$ cat config.mk
export PLATFORM = sky130hd
export DESIGN_NAME = cordic_phase_demod
export DESIGN_NICKNAME = d
export VERILOG_FILES = /design/src/rtl/cordic_pkg.sv /design/src/rtl/cordic_phase_demod_phase_wrap_diff.sv /design/src/rtl/cordic_phase_demod.sv
export SDC_FILE = /design/constraint.sdc
export NUM_CORES = 1
export LEC_CHECK = 0
export ABC_AREA = 1
export CORE_MARGIN = 2
export CORE_UTILIZATION = 55
export CTS_CLUSTER_DIAMETER = 80
export DETAILED_ROUTE_END_ITERATION = 10
export GPL_TIMING_DRIVEN = 0
export PLACE_DENSITY = 0.75
export SYNTH_ARGS = -nofsm -noshare
export SYNTH_HDL_FRONTEND = slang
export SYNTH_SLANG_ARGS = --single-unit
export TNS_END_PERCENT = 5
$ cat constraint.sdc
create_clock -name clk -period 14.7 [get_ports clk]
set_input_delay 2.94 -clock clk [delete_from_list [all_inputs] [get_ports clk]]
set_output_delay 2.94 -clock clk [all_outputs]
set_load 0.05 [all_outputs]
$ cat src/rtl/cordic_pkg.sv
// Shared constants, state encoding and arctangent table for the CORDIC phase demodulator.
package cordic_pkg;

    localparam int unsigned DATA_W = 32;
    localparam int unsigned INT_W  = 34;
    localparam int unsigned ITER_W = 5;

    // Q3.28 angle and gain constants
    localparam logic signed [DATA_W-1:0] PI      = 32'sd843314857;
    localparam logic signed [DATA_W-1:0] HALF_PI = 32'sd421657428;
    localparam logic signed [DATA_W-1:0] TWO_PI  = 32'sd1686629713;
    localparam logic signed [DATA_W-1:0] K       = 32'sd163007430;

    typedef enum logic [1:0] {
        ST_IDLE,
        ST_PREROT,
        ST_ITER,
        ST_DONE
    } state_e;

    // atan(2^-i) in Q3.28 radians, i = 0..27
    function automatic logic signed [DATA_W-1:0] atan_lut(input logic [ITER_W-1:0] idx);
        case (idx)
            5'd0:    atan_lut = 32'sd210828714;
            5'd1:    atan_lut = 32'sd124459457;
            5'd2:    atan_lut = 32'sd65760959;
            5'd3:    atan_lut = 32'sd33381290;
            5'd4:    atan_lut = 32'sd16755422;
            5'd5:    atan_lut = 32'sd8385879;
            5'd6:    atan_lut = 32'sd4193963;
            5'd7:    atan_lut = 32'sd2097109;
            5'd8:    atan_lut = 32'sd1048571;
            5'd9:    atan_lut = 32'sd524287;
            5'd10:   atan_lut = 32'sd262144;
            5'd11:   atan_lut = 32'sd131072;
            5'd12:   atan_lut = 32'sd65536;
            5'd13:   atan_lut = 32'sd32768;
            5'd14:   atan_lut = 32'sd16384;
            5'd15:   atan_lut = 32'sd8192;
            5'd16:   atan_lut = 32'sd4096;
            5'd17:   atan_lut = 32'sd2048;
            5'd18:   atan_lut = 32'sd1024;
            5'd19:   atan_lut = 32'sd512;
            5'd20:   atan_lut = 32'sd256;
            5'd21:   atan_lut = 32'sd128;
            5'd22:   atan_lut = 32'sd64;
            5'd23:   atan_lut = 32'sd32;
            5'd24:   atan_lut = 32'sd16;
            5'd25:   atan_lut = 32'sd8;
            5'd26:   atan_lut = 32'sd4;
            5'd27:   atan_lut = 32'sd2;
            default: atan_lut = '0;
        endcase
    endfunction

endpackage

$ cat src/rtl/cordic_phase_demod_phase_wrap_diff.sv
// Angle difference a - b folded back into (-PI, PI] with a single correction.
module phase_wrap_diff
    import cordic_pkg::*;
(
    input  logic signed [DATA_W-1:0] a_in,
    input  logic signed [DATA_W-1:0] b_in,
    output logic signed [DATA_W-1:0] diff_c
);

    logic signed [DATA_W-1:0] raw_c;

    // Subtract, then wrap once; inputs are already within one turn of each other
    always_comb begin
        raw_c  = a_in - b_in;
        diff_c = raw_c;
        if (raw_c > PI) begin
            diff_c = raw_c - TWO_PI;
        end else if (raw_c <= -PI) begin
            diff_c = raw_c + TWO_PI;
        end
    end

endmodule

$ cat src/rtl/cordic_phase_demod.sv
// Iterative vectoring-mode CORDIC: (x, y) -> phase, uncompensated magnitude, phase step.
module cordic_phase_demod
    import cordic_pkg::*;
#(
    parameter int unsigned ITER = 24
) (
    input  logic                     clk,
    input  logic                     reset_n,
    input  logic                     in_valid,
    output logic                     in_ready,
    input  logic signed [DATA_W-1:0] x_in,
    input  logic signed [DATA_W-1:0] y_in,
    output logic                     out_valid,
    input  logic                     out_ready,
    output logic signed [DATA_W-1:0] phase_out,
    output logic        [DATA_W-1:0] mag_out,
    output logic signed [DATA_W-1:0] delta_out,
    output logic                     first_out
);

    state_e                   state_q, state_d;
    logic                     in_ready_q, in_ready_d;
    logic                     out_valid_q, out_valid_d;
    logic signed [DATA_W-1:0] phase_q, phase_d;
    logic        [DATA_W-1:0] mag_q, mag_d;
    logic signed [DATA_W-1:0] delta_q, delta_d;
    logic                     first_q, first_d;
    logic                     first_pend_q, first_pend_d;
    logic signed [DATA_W-1:0] prev_phase_q, prev_phase_d;
    logic signed [INT_W-1:0]  x_q, x_d;
    logic signed [INT_W-1:0]  y_q, y_d;
    logic signed [DATA_W-1:0] z_q, z_d;
    logic        [ITER_W-1:0] iter_q, iter_d;
    logic                     zero_q, zero_d;

    logic signed [DATA_W-1:0] atan_c;
    logic signed [INT_W-1:0]  x_sh_c, y_sh_c;
    logic signed [INT_W-1:0]  x_step_c, y_step_c;
    logic signed [DATA_W-1:0] z_step_c;
    logic signed [DATA_W-1:0] phase_fin_c;
    logic signed [DATA_W-1:0] delta_c;

    // One micro-rotation from the current registers, plus the final-phase fixups
    always_comb begin
        atan_c = atan_lut(iter_q);
        x_sh_c = x_q >>> iter_q;
        y_sh_c = y_q >>> iter_q;
        if (!y_q[INT_W-1]) begin
            x_step_c = x_q + y_sh_c;
            y_step_c = y_q - x_sh_c;
            z_step_c = z_q + atan_c;
        end else begin
            x_step_c = x_q - y_sh_c;
            y_step_c = y_q + x_sh_c;
            z_step_c = z_q - atan_c;
        end
        if (zero_q) begin
            phase_fin_c = '0;
        end else if (z_step_c <= -PI) begin
            phase_fin_c = PI;
        end else begin
            phase_fin_c = z_step_c;
        end
    end

    phase_wrap_diff u_wrap (
        .a_in   (phase_fin_c),
        .b_in   (prev_phase_q),
        .diff_c (delta_c)
    );

    // Next-state and next-output logic
    always_comb begin
        state_d      = state_q;
        in_ready_d   = in_ready_q;
        out_valid_d  = out_valid_q;
        phase_d      = phase_q;
        mag_d        = mag_q;
        delta_d      = delta_q;
        first_d      = first_q;
        first_pend_d = first_pend_q;
        prev_phase_d = prev_phase_q;
        x_d          = x_q;
        y_d          = y_q;
        z_d          = z_q;
        iter_d       = iter_q;
        zero_d       = zero_q;

        case (state_q)
            ST_IDLE: begin
                if (in_valid) begin
                    x_d        = INT_W'(x_in);
                    y_d        = INT_W'(y_in);
                    zero_d     = (x_in == '0) && (y_in == '0);
                    in_ready_d = 1'b0;
                    state_d    = ST_PREROT;
                end
            end
            ST_PREROT: begin
                // Fold left half-plane onto the right so the iterations converge
                if (x_q[INT_W-1]) begin
                    if (!y_q[INT_W-1]) begin
                        x_d = y_q;
                        y_d = -x_q;
                        z_d = HALF_PI;
                    end else begin
                        x_d = -y_q;
                        y_d = x_q;
                        z_d = -HALF_PI;
                    end
                end else begin
                    z_d = '0;
                end
                iter_d  = '0;
                state_d = ST_ITER;
            end
            ST_ITER: begin
                x_d    = x_step_c;
                y_d    = y_step_c;
                z_d    = z_step_c;
                iter_d = iter_q + 5'd1;
                if (iter_q == ITER_W'(ITER - 1)) begin
                    phase_d      = phase_fin_c;
                    mag_d        = zero_q ? '0 : x_step_c[DATA_W-1:0];
                    delta_d      = first_pend_q ? '0 : delta_c;
                    first_d      = first_pend_q;
                    prev_phase_d = phase_fin_c;
                    first_pend_d = 1'b0;
                    out_valid_d  = 1'b1;
                    state_d      = ST_DONE;
                end
            end
            ST_DONE: begin
                if (out_ready) begin
                    out_valid_d = 1'b0;
                    in_ready_d  = 1'b1;
                    state_d     = ST_IDLE;
                end
            end
            default: begin
                state_d     = ST_IDLE;
                in_ready_d  = 1'b1;
                out_valid_d = 1'b0;
            end
        endcase
    end

    // State and output registers with synchronous active-low reset
    always_ff @(posedge clk) begin
        if (!reset_n) begin
            state_q      <= ST_IDLE;
            in_ready_q   <= 1'b1;
            out_valid_q  <= 1'b0;
            phase_q      <= '0;
            mag_q        <= '0;
            delta_q      <= '0;
            first_q      <= 1'b0;
            first_pend_q <= 1'b1;
            prev_phase_q <= '0;
            x_q          <= '0;
            y_q          <= '0;
            z_q          <= '0;
            iter_q       <= '0;
            zero_q       <= 1'b0;
        end else begin
            state_q      <= state_d;
            in_ready_q   <= in_ready_d;
            out_valid_q  <= out_valid_d;
            phase_q      <= phase_d;
            mag_q        <= mag_d;
            delta_q      <= delta_d;
            first_q      <= first_d;
            first_pend_q <= first_pend_d;
            prev_phase_q <= prev_phase_d;
            x_q          <= x_d;
            y_q          <= y_d;
            z_q          <= z_d;
            iter_q       <= iter_d;
            zero_q       <= zero_d;
        end
    end

    assign in_ready  = in_ready_q;
    assign out_valid = out_valid_q;
    assign phase_out = phase_q;
    assign mag_out   = mag_q;
    assign delta_out = delta_q;
    assign first_out = first_q;

endmodule

# After elaboration in Yosys (flattened, before gate mapping)
# Memories as Yosys holds them, arrays and structs flattened. A register that Yosys moved wholly into a read port is not among the register bits.
# Cells that the tools add are included.
# classes
addsub	12
n_mul	0
n_div	0
magnitude_cmp	3
n_eq_ne	8
shift	2
muxes	33
bitwise	0
n_reduce_logical	15
# ops
cell	count
32-bit 2-to-1 mux	9
34-bit 2-to-1 mux	8
34-bit case mux with 3 select lines	2
34-bit adder	2
34-bit negation	2
34-bit by 5-bit >>> shifter with 34-bit output	2
34-bit subtractor	2
32-bit by 31-bit <= comparator with 1-bit output, second input constant	2
32-bit zero test	2
32-bit case mux with 2 select lines	1
32-bit subtractor	2
32-bit adder	1
32-bit adder, second input constant	1
32-bit by 31-bit > comparator with 1-bit output, second input constant	1
32-bit subtractor, second input constant	1
3-bit AND reduction	4
5-bit 2-to-1 mux	2
5-bit case mux with 2 select lines	1
2-bit != test, second input constant	4
2-bit case mux with 4 select lines	1
2-bit 2-to-1 mux	3
2-bit AND reduction	3
2-bit nonzero test	3
5-bit by 1-bit adder with 5-bit output, second input constant	1
other kinds (8)	13
# word_totals
reg_bits	208
latchBits	0
ram_bits	0
mem_bits_ro	896
memories	1
# mem_list
name	words	word_bits	rd	rd_clocked_by_memory_dff	wr	line_no	source
(no name shown)	32	28	1	1	0	cordic_pkg.sv:23	case (idx)

# Longest topological paths before layout
# Gate-level depths: netlist of run 1.
# logic_depth
ltp_word	10
depth_mapped	63
depth_no_buf	62

# By module
# A second synthesis of run 1 with hierarchy kept.
# unflattened
cells_unflattened	5290
area_unflattened_um2	29628.4
# modules_own_cells
module	instances	cells_each	area_per_inst_um2	seq_area_each_um2
cordic_phase_demod	1	4067	23787.8	4724.5
phase_wrap_diff	1	1223	5840.6	0.0

# Least setup slack after synthesis of run 1
# OpenSTA, ideal clock, no wires.
# synth_path
path_type	register to register
from	register, netlist name atan_c[0]
to	register delta_q[29] (netlist: delta_out[29])
setup_time_ps	70
arrival_ps	6600
t_required_ps	14630
setup_slack_ps	8029
stages_incl_launch_ff	50
path_buffers	1
synth_period_minus_slack_ps	6671
path_cell_list	dfxtp_1 > inv_1 > ha_1 > nand2_1 > nor3_1 > nand2_1 > nor3_1 > nand2_1 > nor2_1 > nand3_1 > nor2_1 > nand2_1 > o31ai_1 > xor2_1 > ha_1 > inv_1 > o21ai_0 > o21bai_1 > [... 14 more ...] > xnor2_1 > nand3_1 > o21ai_0 > nand2_1 > nand2_1 > nand2_1 > nand2_1 > a21oi_1 > nand2_1 > nand2_1 > nand3_1 > nand2_1 > nand2_1 > nand3_1 > xor2_1 > nand2_1 > nand3_1 > a21oi_1
# synth_via
elab_chain_len	10
# synth_rtl
element	line_no	source
32-bit adder / 32-bit subtractor (equally long branches)	cordic_phase_demod.sv:51, cordic_phase_demod.sv:55	
32-bit 2-to-1 mux *	cordic_phase_demod.sv:48	if (!y_q[INT_W-1]) begin
32-bit by 31-bit <= comparator with 1-bit output	cordic_phase_demod.sv:59	end else if (z_step_c <= -PI) begin
32-bit 2-to-1 mux *	cordic_phase_demod.sv:59	
32-bit 2-to-1 mux *	cordic_phase_demod.sv:57	if (zero_q) begin
via phase_fin_c[1]	cordic_phase_demod.sv:40	logic signed [DATA_W-1:0] phase_fin_c;
32-bit subtractor *	cordic_phase_demod_phase_wrap_diff.sv:14	raw_c = a_in - b_in;
32-bit adder / 32-bit by 31-bit <= comparator with 1-bit output (equally long branches)	cordic_phase_demod_phase_wrap_diff.sv:19, cordic_phase_demod_phase_wrap_diff.sv:18	
32-bit 2-to-1 mux	cordic_phase_demod_phase_wrap_diff.sv:18	end else if (raw_c <= -PI) begin
32-bit 2-to-1 mux *	cordic_phase_demod_phase_wrap_diff.sv:16	if (raw_c > PI) begin
32-bit 2-to-1 mux *	cordic_phase_demod.sv:125	delta_d = first_pend_q ? '0 : delta_c;
end signal: assignment	cordic_phase_demod.sv:171	delta_q <= delta_d;
end: declaration	cordic_phase_demod.sv:26	logic signed [DATA_W-1:0] delta_q, delta_d;
# The timed path passes the listed nets; every way through them passes the cells marked *.
# A chain may end at the register's enable or synchronous reset.

# Final worst setup path of run 1
# layout_path
from	register y_q[33]
to	register delta_q[29] (netlist: delta_out[29])
# layout_via
elab_chain_len	9
# layout_rtl
element	line_no	source
start: declaration	cordic_phase_demod.sv:31	logic signed [INT_W-1:0] y_q, y_d;
start signal: assignment	cordic_phase_demod.sv:176	y_q <= y_d;
32-bit 2-to-1 mux *	cordic_phase_demod.sv:48	
32-bit by 31-bit <= comparator with 1-bit output	cordic_phase_demod.sv:59	
32-bit 2-to-1 mux *	cordic_phase_demod.sv:59	
32-bit 2-to-1 mux *	cordic_phase_demod.sv:57	
via phase_fin_c[2]	cordic_phase_demod.sv:40	
32-bit subtractor *	cordic_phase_demod_phase_wrap_diff.sv:14	
32-bit adder / 32-bit by 31-bit <= comparator with 1-bit output (equally long branches)	cordic_phase_demod_phase_wrap_diff.sv:19, cordic_phase_demod_phase_wrap_diff.sv:18	
32-bit 2-to-1 mux	cordic_phase_demod_phase_wrap_diff.sv:18	
32-bit 2-to-1 mux *	cordic_phase_demod_phase_wrap_diff.sv:16	
32-bit 2-to-1 mux *	cordic_phase_demod.sv:125	
# Marked as above.

==> out/qor.txt, run 1 <==
clk slew on worst S/H paths: 60 ps
Core Box Area: 0.05007 mm2
Yosys warnings: 0
multiplexer share of the synthesized area: 2.014%
vias in the first global route: 33.23k
Synth area leaders: nand2_1, dfxtp_1, a21oi_1
wl on met1: 47.71 mm
top layer in use: met5
CP Data Required Time: 15140 ps
# hold bufs at CTS: 0
DIE WIDTH: 228.9 um
largest net degree at the start of global routing: 14
fill count: 5099
Slew Viols, Final: 0
final period utilization: 73.06%
xor and xnor area share after synthesis: 5.678%
number of port buffers: 166
Post-Route WL: 133.2 mm
Rows: 82
post-synthesis sequential area ratio: 16.98%
Layout Cell Area excl Fill: 0.03152 mm2
clock insertion delay at the later pin of the skew report: 600 ps
io pins: 167
crit path max fanout: 10
main flop type after synthesis: dfxtp_1
post-placement cell area: 0.03033 mm2
Setup crit end kind: register
post-DR wirelength/cell: 23.11 um
sum of negative setup slack: 0 ps
Area Growth Syn to Fin: 13.24%
DR DRC count: 0
worst-case clock buffer depth: 3
max incr delay on CP: 920 ps
Cells after Synth: 4860
asr flop ratio synth: 0%
most frequent cells in the layout: nand2_1, inv_1, a21oi_1
most common cell after layout, fill and taps aside: nand2_1
Resized Gates After CTS: 0
area of the mapped netlist: 0.02783 mm2
Die Span Y: 228.9 um
Slew HR: 4.754%
f_max: 93.11 MHz
compound-cell area share of the yosys netlist: 21.79%
initial antenna violation count: 5
post-synth top area share: 18.84%
CTS tree: yes
clock tree sinks: 236
Netlist cell types: 72
maxcap violations: 0
fin nets: 5283
H-tree levels: 2
Antenna Violating Nets Remaining: 0
flops & latches, synth: 236
met3 WL: 16.99 mm
worst slew pin tran: 1429 ps
synthesized-area fraction occupied by and/or/nand/nor cells: 35.54%
critical path type: register to register
share of cells above drive strength 1: 4.149%
endpoints failing hold: 0
GRT Util Overall: 49.09%
adder-cell area share of the yosys netlist: 6.986%
Hold Crit Class: register to register
RSZ-0062 raised after global routing: no
first-pass GRT wire length: 197.0 mm
TritonCTS Buffers: 34
Post-synth EDFFs: 0
DRT Pass-1 Iters: 7
postcts setup bufs: 0
crit start category: register
total grt overflow: 0
RePlAce Congestion: 1.116
leading area contributor after synthesis: nand2_1
syn_nets: 5081
critical path's slowest cell: clkbuf_1
Detailed Route Iter0 Violations: 4738
vias post-DR: 36.10k
CP dominant cell by count: nand2_1
Detail Route met2 WL: 54.40 mm
Vias/cell: 6.264
clock root buffer: clkbuf_16
crit path DAT: 11180 ps
Initial Util: 55.59%
status: complete, no violations
final setup fails: 0
DPL Wire Length: 104.1 mm
min cycle time layout: 10740 ps
syn_area_per_cell: 5.726 um2
Die Area: 0.05242 mm2
largest family of logic cells by synthesized area: simple AND/OR/NAND/NOR gates
Final Skew: 24.07 ps
## layout make-up
cell class	instances	area, um2	share of cell area, %
Antenna cell	4	10.01	0.03176
Buffer	195	863.3	2.739
Clock buffer	37	872.1	2.767
Clock inverter	23	300.3	0.9528
Inverter	586	2202	6.987
Multi-Input combinational cell	3843	20040	63.59
Sequential cell	236	4725	14.99
Tap cell	672	840.8	2.668
Timing Repair Buffer	166	1662	5.272
## registers in the layout, summed over array words and instances, names as in the netlist
signal,count
prev_phase_q,32
mag_out,32
z_q,32
iter_q,5
in_ready,1
first_out,1
x_q,34
first_pend_q,1
delta_out,32
y_q,34
out_valid,1
state_q,2
atan_c,28
zero_q,1
## cell families after synthesis
| logic type | count (synthesis) |
|---|---|
| xor+xnor | 177 |
| buf+inv | 781 |
| compound gates | 1110 |
| mux | 56 |
| simple gates | 2347 |
| fa+ha+maj | 153 |
| flops | 236 |
## routing by layer
layer	vias up	global-route usage, %
met3	744	13.60
li1	16540	-
met5	-	0
met2	2600	74.27
met1	16210	57.32
met4	2	41.94
## worst paths after layout
check	slack (ps)	endpoint	depth (start not counted)	startpoint
worst max-delay path	3960	delta_out[29]$_SDFFE_PN0P_	49	y_q[33]$_SDFFE_PN0P_
worst min-delay path	460	mag_out[25]$_SDFFE_PN0P_	2	mag_out[25]$_SDFFE_PN0P_
worst max register to register	3960	delta_out[29]$_SDFFE_PN0P_	49	y_q[33]$_SDFFE_PN0P_
worst min register to register	460	mag_out[25]$_SDFFE_PN0P_	2	mag_out[25]$_SDFFE_PN0P_
## through the flow
stage	hold WS [ps]	util, %	cells	worst slack [ps]
after floorplan	445.3	-	4860	8029
after global placement	451.2	60.58	5698	4606
after CTS	464.5	62.92	5758	4450
after global routing	483.8	62.92	5758	3719
final	462.5	62.94	5762	3960
after detailed placement	456.6	60.58	5698	4612
## synth_stat cells, types with 7 or more instances
cell	n
o211ai_1	54
nor3_1	64
inv_2	25
a21oi_1	425
inv_1	554
or2_2	33
o21bai_1	9
nor2_2	9
mux2i_1	56
a211oi_1	13
o21ai_0	421
o21ai_1	41
a31oi_1	80
ha_1	149
o21a_1	9
buf_2	33
nand3_1	287
nor4_1	31
clkbuf_1	119
xor2_1	131
nand2_2	12
xnor2_1	42
buf_6	9
dfxtp_1	236
nor2_1	383
o31ai_1	12
nand4_1	82
nand3b_1	18
o221ai_1	7
buf_1	28
nand2_1	1397
## critical path, delay by kind of cell (launching register included)
| kind | cells | cell delay [ps] |
|---|---|---|
| flops | 1 | 350 |
| simple gates | 33 | 4420 |
| fa+ha+maj | 2 | 870 |
| compound gates | 3 | 650 |
| buf+inv | 11 | 4290 |
Power of run 1 is not shown: default switching activity piles up to over one toggle a cycle in this logic, so the estimate is an artifact.
==> inputs of run 2 (changes only) <==
- PLACE_DENSITY: 0.75 -> 0.78
- clock period: 14.7 -> 8.7 ns (I/O delays scaled with it)
==> run 2 against run 1 <==
The flow now finishes with violations (DRC). Via count rose by 2.3%. Cell count increased by 0.12%. Non-clock buffer count increased by 15. Clock skew is 39 ps higher. Global-route usage grew 1.3 points.
==> out/qor.txt, run 2 (synthesis gave the netlist of run 1 again) <==
DRT Pass-1 Iters: 11 (+4)
clock root buffer: clkbuf_16
Min-Delay Endpoint: mag_out[28]$_SDFFE_PN0P_
Hold Crit Start: mag_out[28]$_SDFFE_PN0P_
f_max: 116.8 MHz (+25%)
CP dominant cell by count: nand2_1
max incr delay on CP: 580 ps (-340 ps)
clk slew on worst S/H paths: 70 ps (about the same)
DPL Wire Length: 108.5 mm (+4.2%)
critical path's slowest cell: fa_1
share of cells above drive strength 1: 6.084% (+1.9 points)
# hold bufs at CTS: 0 (unchanged)
hold depth: 2 (unchanged)
initial antenna violation count: 4 (-1)
maxcap violations: 0 (unchanged)
Non-Filler Instances: 5769 (+0.12%)
first-pass GRT wire length: 202.0 mm (+2.6%)
placed cells: 5698 (unchanged)
fill count: 4809 (-5.7%)
status: finished with violations
critical path type: register to register
Layout Cell Area excl Fill: 0.03193 mm2 (+1.3%)
Slew Viols, Final: 0 (unchanged)
crit path max fanout: 10 (unchanged)
vias post-DR: 36.93k (+2.3%)
fin nets: 5294 (+0.21%)
clock insertion delay at the later pin of the skew report: 660 ps (+60 ps)
final period utilization: 98.43% (+25 points)
CP Data Required Time: 9170 ps (-5970 ps)
number of port buffers: 166 (unchanged)
total grt overflow: 0 (unchanged)
Final Skew: 63.19 ps (+39.12 ps)
RePlAce Congestion: 1.112 (-0.30%)
DIE WIDTH: 228.9 um (unchanged)
Setup crit end kind: register
Min Hold Slack: 465.8 ps (+3.320 ps)
Area Growth Syn to Fin: 14.72%
Detailed Route Iter0 Violations: 5268 (+11%)
post-placement cell area: 0.03033 mm2 (unchanged)
min cycle time layout: 8563 ps (-2177 ps)
worst-case clock buffer depth: 3 (unchanged)
final setup fails: 0 (unchanged)
most common cell after layout, fill and taps aside: nand2_1
Antenna Violating Nets Remaining: 0 (unchanged)
FF+latch area: 0.004725 mm2 (unchanged)
most frequent cells in the layout: nand2_1, inv_1, o21ai_0
CTS tree: yes
reg2reg path depth: 49 (unchanged)
worst slew pin tran: 1436 ps (+7.328 ps)
io pins: 167 (unchanged)
R2R Path End: delta_out[6]$_SDFFE_PN0P_
endpoints failing hold: 0 (unchanged)
largest registers: x_q x34, y_q x34
vias in the first global route: 33.84k (+1.8%)
Post-Route WL: 139.2 mm (+4.5%)
Hold Crit Class: register to register
post-DR wirelength/cell: 24.12 um (+4.4%)
Vias/cell: 6.402 (+2.2%)
H-tree levels: 1 (-1)
Die Span Y: 228.9 um (unchanged)
DR DRC count: 13 (+13)
crit path DAT: 9040 ps (-2140 ps)
Core Box Area: 0.05007 mm2 (unchanged)
Rows: 82 (unchanged)
TritonCTS Buffers: 30 (-12%)
Core Util, Final: 63.77% (+0.82 points)
largest net degree at the start of global routing: 17 (+3)
footprint of the multi-input gates: 0.02042 mm2 (+1.9%)
clock tree sinks: 236 (unchanged)
RR Startpoint: y_q[33]$_SDFFE_PN0P_
Die Area: 0.05242 mm2 (unchanged)
r2r setup slk: 140 ps (-3820 ps)
failing checks: DRC
GRT Util Overall: 50.38% (+1.3 points)
Initial Util: 55.59% (unchanged)
crit start category: register
Slew HR: 4.265% (-0.49 points)
[run 2: cell count changes in the layout (fill, tap and decap cells not counted), sizes merged]
cell / delta
diode: -2
inv: -1
bufinv: -4
clkinv: +3
clkdlybuf4s15: +1
buf: +18
clkbuf: -6
clkinvlp: -2
[run 2: worst max-delay path, delay by kind of cell, from the launching register on]
family                     cells  cell delay (ps)
and+or+nand+nor               32             4090
DFF                            1              360
AOI/OAI and AO/OA              4              710
buffers and inverters         11             2330
adders and majority gates      2              840
[run 2: worst max path at each step]
stage / from / endpoint
CTS: y_q[33]$_SDFFE_PN0P_ / delta_out[25]$_SDFFE_PN0P_
detailed placement: y_q[33]$_SDFFE_PN0P_ / delta_out[25]$_SDFFE_PN0P_
finish: y_q[33]$_SDFFE_PN0P_ / delta_out[6]$_SDFFE_PN0P_
global route: atan_c[0]$_SDFF_PP0_ / delta_out[11]$_SDFFE_PN0P_
global placement: y_q[33]$_SDFFE_PN0P_ / delta_out[29]$_SDFFE_PN0P_
floorplan: atan_c[0]$_SDFF_PP0_ / delta_out[29]$_SDFFE_PN0P_
[run 2: repair_timing]
action,in CTS,in global routing
pin swaps,1,10
setup endpoints to repair,32,32
hold endpoints to repair,0,0
resized for setup,38,117
buffers inserted,0,14
[run 2: layer usage]
metal	up-vias	GRT usage [%]	share of wire, %
met5	-	0	0
met4	0	43.04	11
met3	891	14.62	12
met2	2880	77.31	41
met1	16600	57.55	35
li1	16560	-	-
[run 2: final cells by class]
cell class	instances	area share [%]
clock buffers	35	2.473
plain buffers	195	2.947
clock inverters	19	0.6623
inverters	586	6.937
well taps	672	2.634
diodes	2	0.01568
flip-flops and latches	236	14.80
multi-input cells	3843	63.95
repair buffers	181	5.581
[run 2: metrics by stage]
stage	setup slack, ps	setup TNS [ps]
2_1_floorplan	2029	0
3_3_place_gp	-1445	-43630
3_5_place_dp	-1532	-45860
4_1_cts	53.26	0
5_1_grt	-192.8	-4007
6_report	136.9	0
Power of run 2 is left out for the same reason.
